$ cat config.mk
export PLATFORM = sky130hd
export DESIGN_NAME = hash_requester
export DESIGN_NICKNAME = d
export VERILOG_FILES = /design/src/rtl/hash_if_pkg.sv /design/src/rtl/hash_req_buf.sv /design/src/rtl/hash_requester.sv
export SDC_FILE = /design/constraint.sdc
export NUM_CORES = 1
export LEC_CHECK = 0
export CAP_MARGIN = 20
export CORE_ASPECT_RATIO = 0.5
export CORE_UTILIZATION = 50
export DETAILED_ROUTE_END_ITERATION = 8
export PLACE_DENSITY = 0.82
export SLEW_MARGIN = 20
export SYNTH_ARGS = -nofsm -noshare
export SYNTH_HDL_FRONTEND = slang
export SYNTH_SLANG_ARGS = --single-unit
export TNS_END_PERCENT = 100
$ cat constraint.sdc
create_clock -name clk -period 2.3 [get_ports clk]
set_input_delay 0.345 -clock clk [delete_from_list [all_inputs] [get_ports clk]]
set_output_delay 0.345 -clock clk [all_outputs]
set_load 0.01 [all_outputs]
$ cat src/rtl/hash_if_pkg.sv
// Shared encodings for the start/data/finished/hash handshake between the
// requester and the hash core.
package hash_if_pkg;

  localparam logic [1:0] START_IDLE = 2'b00;
  localparam logic [1:0] START_GO   = 2'b01;
  localparam logic [2:0] FIN_ACK    = 3'b001;
  localparam logic [2:0] FIN_DONE   = 3'b010;

  typedef enum logic [2:0] {
    IDLE,
    FILL,
    START,
    STREAM,
    WAIT_DONE,
    RESULT,
    ERR
  } state_t;

endpackage

$ cat src/rtl/hash_req_buf.sv
// Message block buffer: WORDS x 32 register file with one write port and one
// asynchronous read port. Contents are not reset.
module hash_req_buf #(
  parameter int WORDS = 4,
  parameter int IW    = $clog2(WORDS)
) (
  input  logic          clk,
  input  logic          we,
  input  logic [IW-1:0] waddr,
  input  logic [31:0]   wdata,
  input  logic [IW-1:0] raddr,
  output logic [31:0]   rdata
);

  logic [31:0] mem_q [WORDS];
  logic [31:0] mem_d [WORDS];

  always_comb begin
    mem_d = mem_q;
    if (we) mem_d[waddr] = wdata;
  end

  always_ff @(posedge clk) begin
    mem_q <= mem_d;
  end

  assign rdata = mem_q[raddr];

endmodule

$ cat src/rtl/hash_requester.sv
// Initiator for the hash core: buffers one block, runs start/ack, streams words,
// waits for done and offers the digest downstream. Optional timeout: HASH_REQ_TIMEOUT_EN.
module hash_requester
  import hash_if_pkg::*;
#(
  parameter int WORDS          = 4,
  parameter int TIMEOUT_CYCLES = 1024
) (
  input  logic        clk,
  input  logic        reset,
  input  logic        req_valid,
  output logic        req_ready,
  input  logic [31:0] req_data,
  output logic [1:0]  start,
  output logic [31:0] data,
  input  logic [2:0]  finished,
  input  logic [31:0] hash,
  output logic        result_valid,
  input  logic        result_ready,
  output logic [31:0] result_hash,
  output logic        busy,
  output logic        err,
  output state_t      dbg_state
);

  localparam int          IW   = $clog2(WORDS);
  localparam logic [IW-1:0] LAST = IW'(WORDS - 1);

  // Valid/ready: a beat transfers on a rising edge where valid && ready are
  // both high; the source holds valid and payload stable until that edge.

  state_t        state_q, state_d;
  logic [IW-1:0] idx_q, idx_d;
  logic [31:0]   res_hash_q, res_hash_d;
  logic          res_valid_q, res_valid_d;
  logic          buf_we;
  logic [31:0]   rd_data;
  logic          tmo;

  hash_req_buf #(.WORDS(WORDS), .IW(IW)) u_buf (
    .clk   (clk),
    .we    (buf_we),
    .waddr (idx_q),
    .wdata (req_data),
    .raddr (idx_q),
    .rdata (rd_data)
  );

  always_comb begin
    state_d     = state_q;
    idx_d       = idx_q;
    res_hash_d  = res_hash_q;
    res_valid_d = res_valid_q;
    buf_we      = 1'b0;
    case (state_q)
      IDLE: state_d = FILL;
      FILL: begin
        if (req_valid) begin
          buf_we = 1'b1;
          if (idx_q == LAST) begin
            idx_d   = '0;
            state_d = START;
          end else begin
            idx_d = idx_q + 1'b1;
          end
        end
      end
      START: begin
        // buf[0] is already on data during the ack cycle, so streaming resumes at 1
        if (finished == FIN_ACK) begin
          idx_d   = IW'(1);
          state_d = STREAM;
        end else if (tmo) begin
          state_d = ERR;
        end
      end
      STREAM: begin
        if (idx_q == LAST) state_d = WAIT_DONE;
        else               idx_d   = idx_q + 1'b1;
      end
      WAIT_DONE: begin
        if (finished == FIN_DONE) begin
          res_hash_d  = hash;
          res_valid_d = 1'b1;
          idx_d       = '0;
          state_d     = RESULT;
        end else if (tmo) begin
          idx_d   = '0;
          state_d = ERR;
        end
      end
      RESULT: begin
        if (result_ready) begin
          res_valid_d = 1'b0;
          state_d     = FILL;
        end
      end
      ERR: begin
        idx_d   = '0;
        state_d = FILL;
      end
      default: state_d = IDLE;
    endcase
  end

  always_ff @(posedge clk or negedge reset) begin
    if (!reset) begin
      state_q     <= IDLE;
      idx_q       <= '0;
      res_hash_q  <= '0;
      res_valid_q <= 1'b0;
    end else begin
      state_q     <= state_d;
      idx_q       <= idx_d;
      res_hash_q  <= res_hash_d;
      res_valid_q <= res_valid_d;
    end
  end

`ifdef HASH_REQ_TIMEOUT_EN
  localparam int CW = $clog2(TIMEOUT_CYCLES + 1);
  logic [CW-1:0] cnt_q, cnt_d;
  logic          waiting;

  assign waiting = (state_q == START) || (state_q == WAIT_DONE);
  assign tmo     = waiting && (cnt_q == CW'(TIMEOUT_CYCLES - 1));

  // Any state change (including START -> STREAM) restarts the count at zero
  always_comb begin
    cnt_d = '0;
    if (waiting && (state_d == state_q)) cnt_d = cnt_q + 1'b1;
  end

  always_ff @(posedge clk or negedge reset) begin
    if (!reset) cnt_q <= '0;
    else        cnt_q <= cnt_d;
  end

  assign err = (state_q == ERR);
`else
  logic unused_timeout;
  assign unused_timeout = (TIMEOUT_CYCLES != 0);
  assign tmo            = 1'b0;
  assign err            = 1'b0;
`endif

  assign req_ready    = (state_q == FILL);
  assign start        = (state_q == START) ? START_GO : START_IDLE;
  assign data         = ((state_q == START) || (state_q == STREAM) || (state_q == WAIT_DONE))
                        ? rd_data : '0;
  assign result_valid = res_valid_q;
  assign result_hash  = res_hash_q;
  assign busy         = (state_q != IDLE) && (state_q != FILL);
  assign dbg_state    = state_q;

endmodule

==> results of run 1 <==
==> cell type report <==
cell class | count | area (um^2)
clock inverter | 14 | 148
timing repair buffer | 171 | 1740
inverter | 5 | 18.8
fill | 773 | 3680
multi-input combinational | 141 | 1780
sequential | 166 | 4800
tap | 170 | 213
clock buffer | 18 | 429
==> cells by family (layout without fill, tap and decap cells) <==
group / count (synthesis) / after routing / share of synthesized area, %
adders and majority gates: 4 / 4 / 0.754
DFF: 166 / 166 / 72.3
buffers and inverters: 23 / 208 / 2.11
other: 1 / 2 / 0.0565
AOI/OAI and AO/OA: 13 / 13 / 1.23
muxes: 66 / 66 / 18.3
and+or+nand+nor: 56 / 56 / 5.28
==> cell usage in the layout, fill, tap and decap left out, types with 2 or more instances in the layout <==
master / Yosys / routed
a21oi_1: 5 / 4
and2_2: 0 / 4
and2b_1: 6 / 6
buf_12: 0 / 9
buf_16: 0 / 2
buf_2: 4 / 16
buf_4: 7 / 13
buf_6: 3 / 11
clkbuf_16: 0 / 17
clkbuf_2: 0 / 5
clkdlybuf4s15_2: 0 / 3
clkdlybuf4s50_1: 0 / 107
clkinv_4: 0 / 6
clkinvlp_4: 0 / 2
conb_1: 1 / 2
dfrtp_1: 38 / 37
edfxtp_1: 128 / 128
ha_1: 4 / 4
inv_1: 4 / 4
inv_6: 0 / 2
mux2_2: 2 / 2
mux2_4: 30 / 30
mux2i_1: 2 / 2
mux4_2: 32 / 32
nand2_1: 7 / 7
nor2_1: 4 / 2
nor2_2: 0 / 2
nor2b_1: 28 / 20
nor2b_4: 0 / 8
o21ai_0: 5 / 5
==> how the worst max path moves through the flow <==
stage | slack (ns) | endpoint
final | -0.13 | data[6]
after global routing | -0.17 | data[6]
after CTS | -0.10 | data[17]
after detailed placement | 0.13 | idx_q[0]
after global placement | 0.18 | idx_q[0]
after floorplan | 0.13 | u_buf.mem_q[32]
==> sequential cells by signal, indices dropped and copies added, names as in the netlist <==
register,count
dbg_state,3
result_valid,1
result_hash,32
u_buf.mem_q,128
idx_q,2
==> power breakdown <==
group          leakage (nW)  internal [W]  total, W  switching, W
Sequential             1.68       0.00382   0.00400      0.000186
Clock                 0.276       0.00152   0.00273       0.00121
Combinational          1.58       0.00215   0.00380       0.00165
Total                  3.53       0.00749    0.0105       0.00305
==> worst register-to-register path, cell delays in order, from the launching register on <==
cell      delay [ns]
dfrtp_2         0.43
buf_4           0.16
buf_8           0.13
buf_4           0.14
ha_1            0.25
o21ai_0         0.24
a211oi_1        0.14
a221oi_2        0.31
mux2i_1         0.26
==> per-layer routing <==
metal / GRT usage, % / share of wire, % / vias to the layer above
li1: - / - / 1614
met5: 0 / 0 / -
met1: 29.1 / 40 / 1817
met3: 6.36 / 7.6 / 6
met2: 34.3 / 51 / 151
met4: 7.92 / 0.91 / 0
==> metrics by stage <==
step                      worst slack (ns)  cell area, um^2  total power, W
after floorplan                      0.132             6640         0.00590
after global placement               0.183             8380         0.00736
after detailed placement             0.126             8380         0.00743
after CTS                           -0.105             9120          0.0105
after global routing                -0.169             9130          0.0110
final                               -0.127             9130          0.0105
==> what timing repair did <==
| action | CTS | global route |
|---|---|---|
| hold buffers | 1 | 0 |
| endpoints found under the hold margin | 19 | 0 |
| cloned | 4 | 0 |
| buffers inserted | 7 | 0 |
| resized for setup | 130 | 25 |
| setup endpoints to repair | 33 | 31 |
==> run summary, run 1 <==
Status = finished, violations left
Failing checks = setup timing
PD cells = 1150 nW/um^2
R2R cell count = 8
PortBufs = 141
Leak Pwr = 3.53 nW
Critical path buffer and inverter count = 5
Routability cong. = 0.772
Area leader, netlist = edfxtp_1
Placed cell count = 642
Worst clock skew = 0.0128 ns
Min Tclk post-route = 2.43 ns
Setup crit end kind = output port
Tightest Hold Check Type = input pin to asynchronous set/reset pin
H-tree levels = 4
CP dominant cell by count = buf_6
Overall fraction of global-route tracks in use = 21.8%
Worst slew pin tran = 0.520 ns
Final hold violation count = 0
Final Slew Violations = 0
Vias per inst = 5.24
Die W = 165 um
Final worst slack = -0.127 ns
FP Rows = 29
Highest Clock Rate = 412 MHz
Post-DP HPWL = 8230 um
RSZ-0062 raised after global routing = true
Stages on worst setup path = 7
WL per Instance = 20.5 um
CP max FO = 4
Asr flop ratio synth = 22.9%
Syn Area/Cell = 20.2 um^2
Post-Route WL = 14000 um
Crit path cell chain = buf_6 > buf_6 > buf_12 > buf_16 > mux4_2 > nor2b_4 > buf_6
Syn Inst Count = 329
Total number of vias = 3588
Final period util = 106%
I/O Pins = 144
Layout cell share with drive strength beyond 1 = 34.4%
R2r startpoint = idx_q[0]
Top-count cell post-synth = edfxtp_1
#FFs+latches synth = 166
Synth unique cells = 30
Register clock-pin slew on the reported worst setup and hold paths = 0.06 ns
CP required = 1.96 ns
Clk buf depth = 2
Initial antenna violation count = 0
Cell family with most CP delay = buffers and inverters
CTS sink count = 166
DR pass1 iterations = 4
TritonCTS Buffers = 17
Slowest CP cell = mux4_2
Crit. Startpoint = idx_q[0]
Post-synth EDFFs = 128
CTS tree = built
Final setup viols = 16
CP max stage delay = 0.45 ns
Final TNS setup = -0.884 ns
Initial Util = 51.8%
Synth top cells by count = edfxtp_1 (128), dfrtp_1 (38), mux4_2 (32)
Total die area = 13800 um^2
Drt first-iter violations = 201
Worst vdd ir = 0.588 mV
Maxcap violations = 0
DR DRC count = 0
Top cell type's share of synthesized area = 57.9%
Flop-to-flop setup slack = 0.16 ns
Top_reg_cell synth = edfxtp_1
Fin Hold WS = 0.430 ns
Worst r2r dst = idx_q[1]
Chip height = 83.5 um
Post-synth design cell area = 6630 um^2
Vias in the first global route = 3974
Skew-Pair Late Insertion Delay = 0.42 ns
Core Region = 12800 um^2
Seq/Total Area, Yosys = 72.3%
Setup CP Type = flip-flop to output port
Root buf cell = clkbuf_16
Relative slew slack = 65.3%
Core Util, Final = 71.3%
Pin count of the biggest net entering global routing = 33
Nets = 577
CP arrival = 2.08 ns
Final ANT Viol Nets = 0
Fin cells = 685
Yosys warnings = 0
Area growth syn-to-layout = 37.6%
# diodes = 0
GRT Residual Overflow = 0
Startpoint types = flip-flop
Top cells by area, synth = edfxtp_1 (58%), dfrtp_1 (14%), mux4_2 (11%), mux2_4 (6.8%), nor2b_1 (2.6%)
First-pass GRT wire length = 21700 um
Note: power is estimated with default switching activity, not from simulation.
==> inputs of run 2 (changes only) <==
--- a/config.mk
+++ b/config.mk
@@ -10,6 +10,7 @@
 export CORE_UTILIZATION = 50
 export DETAILED_ROUTE_END_ITERATION = 8
 export PLACE_DENSITY = 0.82
+export SETUP_SLACK_MARGIN = 0.5
 export SLEW_MARGIN = 20
 export SYNTH_ARGS = -nofsm -noshare
 export SYNTH_HDL_FRONTEND = slang
==> run summary, run 2 (synthesized netlist as in run 1, its figures left out) <==
Max reg flops = 128 (unchanged)
Final Cell Area = 9790 um^2 (+7.2%)
Flop-to-flop setup slack = 0.20 ns (+0.04 ns)
TritonCTS Buffers = 17 (unchanged)
Commonest non-fill, non-tap cells in the layout = edfxtp_1 (128), clkdlybuf4s50_1 (102), dfrtp_1 (37), mux4_2 (32), buf_2 (32)
WL per Instance = 21.9 um (+6.9%)
Chip height = 83.5 um (unchanged)
Highest Clock Rate = 416 MHz (+0.89%)
Core Region = 12800 um^2 (unchanged)
Die W = 165 um (unchanged)
CP arrival = 2.06 ns (-0.02 ns)
Final setup viols = 25 (+9)
Relative slew slack = 66.2% (+0.94 points)
DR pass1 iterations = 4 (unchanged)
Worst clock skew = 0.00883 ns (-0.00397 ns)
R2r startpoint = idx_q[0]
CTS tree = built
RSZ-0062 raised after global routing = true
Clk buf depth = 2 (unchanged)
Setup crit end kind = output port
Final hold violation count = 0 (unchanged)
Final period util = 105% (-0.93 points)
First-pass GRT wire length = 22500 um (+3.8%)
Placed cell count = 642 (unchanged)
Final ANT Viol Nets = 0 (unchanged)
Post-DP HPWL = 8430 um (+2.5%)
CTS sink count = 166 (unchanged)
Area growth syn-to-layout = 47.5%
CP max FO = 6 (+2)
Status = finished, violations left
Vias in the first global route = 4095 (+3.0%)
Nets = 619 (+7.3%)
Total Power = 0.0116 W (+9.9%)
Overall fraction of global-route tracks in use = 22.8% (+0.98 points)
DR DRC count = 0 (unchanged)
Initial antenna violation count = 1 (+1)
Reg with most FFs = u_buf.mem_q
R2R cell count = 9 (+1)
Register clock-pin slew on the reported worst setup and hold paths = 0.07 ns (about the same)
Vias per inst = 5.36 (+2.3%)
Total number of vias = 3896 (+8.6%)
PortBufs = 141 (unchanged)
Leak Pwr = 3.84 nW (+8.7%)
Tightest Hold Check Type = input pin to asynchronous set/reset pin
Commonest non-fill, non-tap cell in the layout = edfxtp_1
Worst r2r dst = idx_q[0]
FP Rows = 29 (unchanged)
Root buf cell = clkbuf_16
Routability cong. = 0.736 (-4.6%)
Worst vdd ir = 0.736 mV (+25%)
Final Slew Violations = 0 (unchanged)
Final worst slack = -0.106 ns (+0.0213 ns)
Initial Util = 51.8% (unchanged)
Fin Hold WS = 0.423 ns (-0.00685 ns)
Worst slew pin tran = 0.506 ns (-0.0140 ns)
Skew-Pair Late Insertion Delay = 0.41 ns (about the same)
I/O Pins = 144 (unchanged)
Layout cell share with drive strength beyond 1 = 40.6% (+6.3 points)
Min Tclk post-route = 2.41 ns (-0.0213 ns)
Total die area = 13800 um^2 (unchanged)
PD cells = 1180 nW/um^2 (+2.5%)
Failing checks = setup timing
Post-Route WL = 15900 um (+13%)
Setup CP Type = flip-flop to output port
Maxcap violations = 0 (unchanged)
Cell Area, Placed = 8430 um^2 (+0.60%)
Drt first-iter violations = 276 (+37%)
Fin cells = 727 (+6.1%)
H-tree levels = 4 (unchanged)
CP required = 1.96 ns (about the same)
GRT Residual Overflow = 0 (unchanged)
Startpoint types = flip-flop
Total of fill cells in the finished design = 692 (-10%)
Pin count of the biggest net entering global routing = 39 (+18%)
==> run 2: metrics by stage <==
step | utilization, % | TNS [ns] | setup WS (ns)
2_1_floorplan | - | 0 | 0.464
3_3_place_gp | 65.8 | 0 | 0.168
3_5_place_dp | 65.8 | 0 | 0.147
4_1_cts | 73.9 | -0.504 | -0.0527
5_1_grt | 76.4 | -3.52 | -0.172
6_report | 76.4 | -1.12 | -0.106
==> run 2: how the worst max path moves through the flow <==
stage	start	to	slack (ns)	depth (start not counted)
after floorplan	idx_q[0]	u_buf.mem_q[32]	0.46	5
after CTS	idx_q[0]	data[15]	-0.05	6
final	idx_q[0]	data[5]	-0.11	6
after global routing	idx_q[0]	data[5]	-0.17	6
after global placement	finished[1]	idx_q[0]	0.17	5
after detailed placement	finished[1]	idx_q[0]	0.15	5
==> run 2: what timing repair did <==
item                                    4_1_cts  5_1_grt
hold buffers                                  1        0
endpoints found under the setup margin       68      158
pin swaps                                     7        4
endpoints found under the hold margin        38        0
gates cloned                                  4        6
setup buffers                                28       14
gates resized for setup                     194       22
==> run 2: final cells by class <==
type	count	area, um^2	share of cell area (%)
sequential	166	4800	49.0
timing repair buffer	213	2290	23.4
multi-input combinational	141	1850	18.9
clock buffer	18	429	4.38
tap	170	213	2.17
clock inverter	13	183	1.87
inverter	5	23.8	0.243
antenna	1	2.50	0.0256
==> run 2: power by group <==
group	leakage [nW]	internal, W	switching (W)
clock	0.293	0.00181	0.00115
sequential	1.68	0.00382	0.000218
combinational	1.87	0.00267	0.00191
total	3.84	0.00830	0.00327
==> run 2: metal layers <==
layer  vias up  track usage (%)  part of all wire (%)
li1       1707                -                     -
met1      1998             29.3                    42
met2       170             37.3                    50
met3        21             6.66                   6.6
met4         0             7.59                   2.0
met5         -                0                     0
==> run 2: worst max-delay path, cell delays in order, from the launching register on <==
cell     delay, ns
dfrtp_2       0.44
buf_6         0.13
buf_12        0.11
buf_16        0.13
mux4_2        0.51
nor2b_1       0.17
buf_2         0.15
==> inputs of run 3 (changes only) <==
--- a/config.mk
+++ b/config.mk
@@ -7,9 +7,9 @@
 export LEC_CHECK = 0
 export CAP_MARGIN = 20
 export CORE_ASPECT_RATIO = 0.5
-export CORE_UTILIZATION = 50
+export CORE_UTILIZATION = 46
 export DETAILED_ROUTE_END_ITERATION = 8
-export PLACE_DENSITY = 0.82
+export PLACE_DENSITY = 0.79
 export SETUP_SLACK_MARGIN = 0.5
 export SLEW_MARGIN = 20
 export SYNTH_ARGS = -nofsm -noshare
==> constraint.sdc (replaced) <==
create_clock -name clk -period 2.1 [get_ports clk]
set_input_delay 0.315 -clock clk [delete_from_list [all_inputs] [get_ports clk]]
set_output_delay 0.315 -clock clk [all_outputs]
set_load 0.01 [all_outputs]
==> run summary, run 3 (synthesized netlist as in run 1, its figures left out) <==
Post-DP HPWL = 8450 um (+0.25%)
First-pass GRT wire length = 25500 um (+13%)
Overall fraction of global-route tracks in use = 24.5% (+1.8 points)
Area growth syn-to-layout = 58.1%
Status = finished, violations left
CP dominant cell by count = buf_12
Routability cong. = 0.760 (+3.2%)
Initial antenna violation count = 1 (unchanged)
Register clock-pin slew on the reported worst setup and hold paths = 0.06 ns (about the same)
Relative slew slack = 64.7% (-1.5 points)
Worst clock skew = 0.0148 ns (+0.00596 ns)
Skew-Pair Late Insertion Delay = 0.43 ns (+0.02 ns)
FP Rows = 30 (+3.4%)
Critical path buffer and inverter count = 3 (-1)
Setup CP Type = flip-flop to output port
Crit path cell chain = buf_12 > buf_12 > mux4_2 > nor2b_1 > buf_2
Highest Clock Rate = 448 MHz
Worst vdd ir = 0.723 mV (-1.8%)
Pin count of the biggest net entering global routing = 33 (-15%)
Max reg flops = 128 (unchanged)
Final worst slack = -0.133 ns (-0.0266 ns)
Slowest CP cell = mux4_2
Clk buf depth = 2 (unchanged)
Final TNS setup = -3.45 ns (-2.33 ns)
Fin Hold WS = 0.403 ns (-0.0209 ns)
Commonest non-fill, non-tap cell in the layout = edfxtp_1
Total of fill cells in the finished design = 727 (+5.1%)
Final setup viols = 61 (+140%)
Maxcap violations = 0 (unchanged)
CP arrival = 1.92 ns (-0.14 ns)
Final hold violation count = 0 (unchanged)
Cell family with most CP delay = multiplexers
DR pass1 iterations = 5 (+1)
Core Region = 13800 um^2 (+7.8%)
RSZ-0062 raised after global routing = true
Total die area = 14900 um^2 (+8.5%)
Final period util = 106%
Multi-input logic area = 2050 um^2 (+11%)
Worst slew pin tran = 0.529 ns (+0.0233 ns)
Failing checks = setup timing
WL per Instance = 24.6 um (+13%)
Vias per inst = 5.48 (+2.3%)
Final Slew Violations = 0 (unchanged)
Startpoint types = flip-flop
Total number of vias = 4206 (+8.0%)
Chip height = 86.9 um (+4.2%)
I/O Pins = 144 (unchanged)
Leak Pwr = 4.30 nW (+12%)
Tightest Hold Check Type = input pin to asynchronous set/reset pin
CP max stage delay = 0.51 ns (about the same)
Initial Util = 48.0% (-3.8 points)
CP required = 1.78 ns (-0.18 ns)
Drt first-iter violations = 357 (+29%)
PD cells = 1310 nW/um^2 (+10%)
Root buf cell = clkbuf_16
DR DRC count = 0 (unchanged)
Commonest non-fill, non-tap cells in the layout = edfxtp_1 (128), clkdlybuf4s50_1 (69), buf_6 (58), dfrtp_1 (35), dlygate4sd2_1 (33)
Fin cells = 767 (+5.5%)
CTS tree = built
PortBufs = 141 (unchanged)
H-tree levels = 4 (unchanged)
Storage element area = 4800 um^2 (about the same)
GRT Residual Overflow = 0 (unchanged)
Layout cell share with drive strength beyond 1 = 47.9% (+7.3 points)
Vias in the first global route = 4211 (+2.8%)
Post-Route WL = 18900 um (+19%)
Die W = 172 um (+4.2%)
Setup crit end kind = output port
Reg with most FFs = u_buf.mem_q
Placed cell count = 673 (+4.8%)
Min Tclk post-route = 2.23 ns
TritonCTS Buffers = 17 (unchanged)
Nets = 638 (+3.1%)
Final ANT Viol Nets = 0 (unchanged)
CTS sink count = 166 (unchanged)
CP max FO = 8 (+2)
run 3: cell type report:
class                           instances  share of cell area (%)
Sequential cell                       166                    45.7
Clock buffer                           17                    4.06
Timing Repair Buffer                  232                    26.6
Antenna cell                            1                  0.0239
Tap cell                              192                    2.29
Inverter                                5                   0.298
Clock inverter                         13                    1.38
Multi-Input combinational cell        141                    19.6
run 3: repair_timing:
action / in CTS / in global routing
setup buffers: 41 / 6
hold endpoints to repair: 21 / 0
hold buffers: 1 / 0
gates cloned: 11 / 4
setup endpoints to repair: 178 / 202
resized for setup: 277 / 59
pin swaps: 10 / 4
run 3: stage by stage:
step,total power (W),setup slack [ns],util (%),instance area [um^2]
2_1_floorplan,0.00662,0.433,-,6720
3_3_place_gp,0.00837,0.0132,62.3,8610
3_5_place_dp,0.00841,0.0110,62.3,8610
4_1_cts,0.0128,-0.135,73.0,10100
5_1_grt,0.0141,-0.199,75.9,10500
6_report,0.0137,-0.133,75.9,10500
run 3: path summary, 6_finish.rpt:
check	start	end	slack [ns]	cells after the start
hold reg to reg	result_hash[2]	result_hash[2]	0.51	1
setup reg to reg	idx_q[0]	idx_q[1]	-0.03	10
setup / recovery	idx_q[0]	data[2]	-0.13	5
max in group asynchronous	reset	result_hash[24]	1.08	3
hold / removal	reset	dbg_state[2]	0.40	2
min in group clk	hash[8]	result_hash[8]	0.50	2
run 3: worst register-to-register path: cells and delay by family, from the launching register on:
kind,cells,cell delay [ns]
AO/OA/AOI/OAI,3,0.53
buffers and inverters,5,0.73
adder cells (fa/ha/maj),1,0.17
multiplexers,1,0.18
flip-flops,1,0.44
run 3: report_power, final:
part	total [W]	switching [W]	internal, W
Combinational	0.00613	0.00253	0.00360
Sequential	0.00447	0.000281	0.00419
Clock	0.00311	0.00135	0.00176
run 3: routing by layer:
layer | GRT usage [%] | share of wire, %
met3 | 6.77 | 8.3
met2 | 40.1 | 50
met1 | 31.9 | 39
met4 | 9.01 | 2.1
met5 | 0 | 0
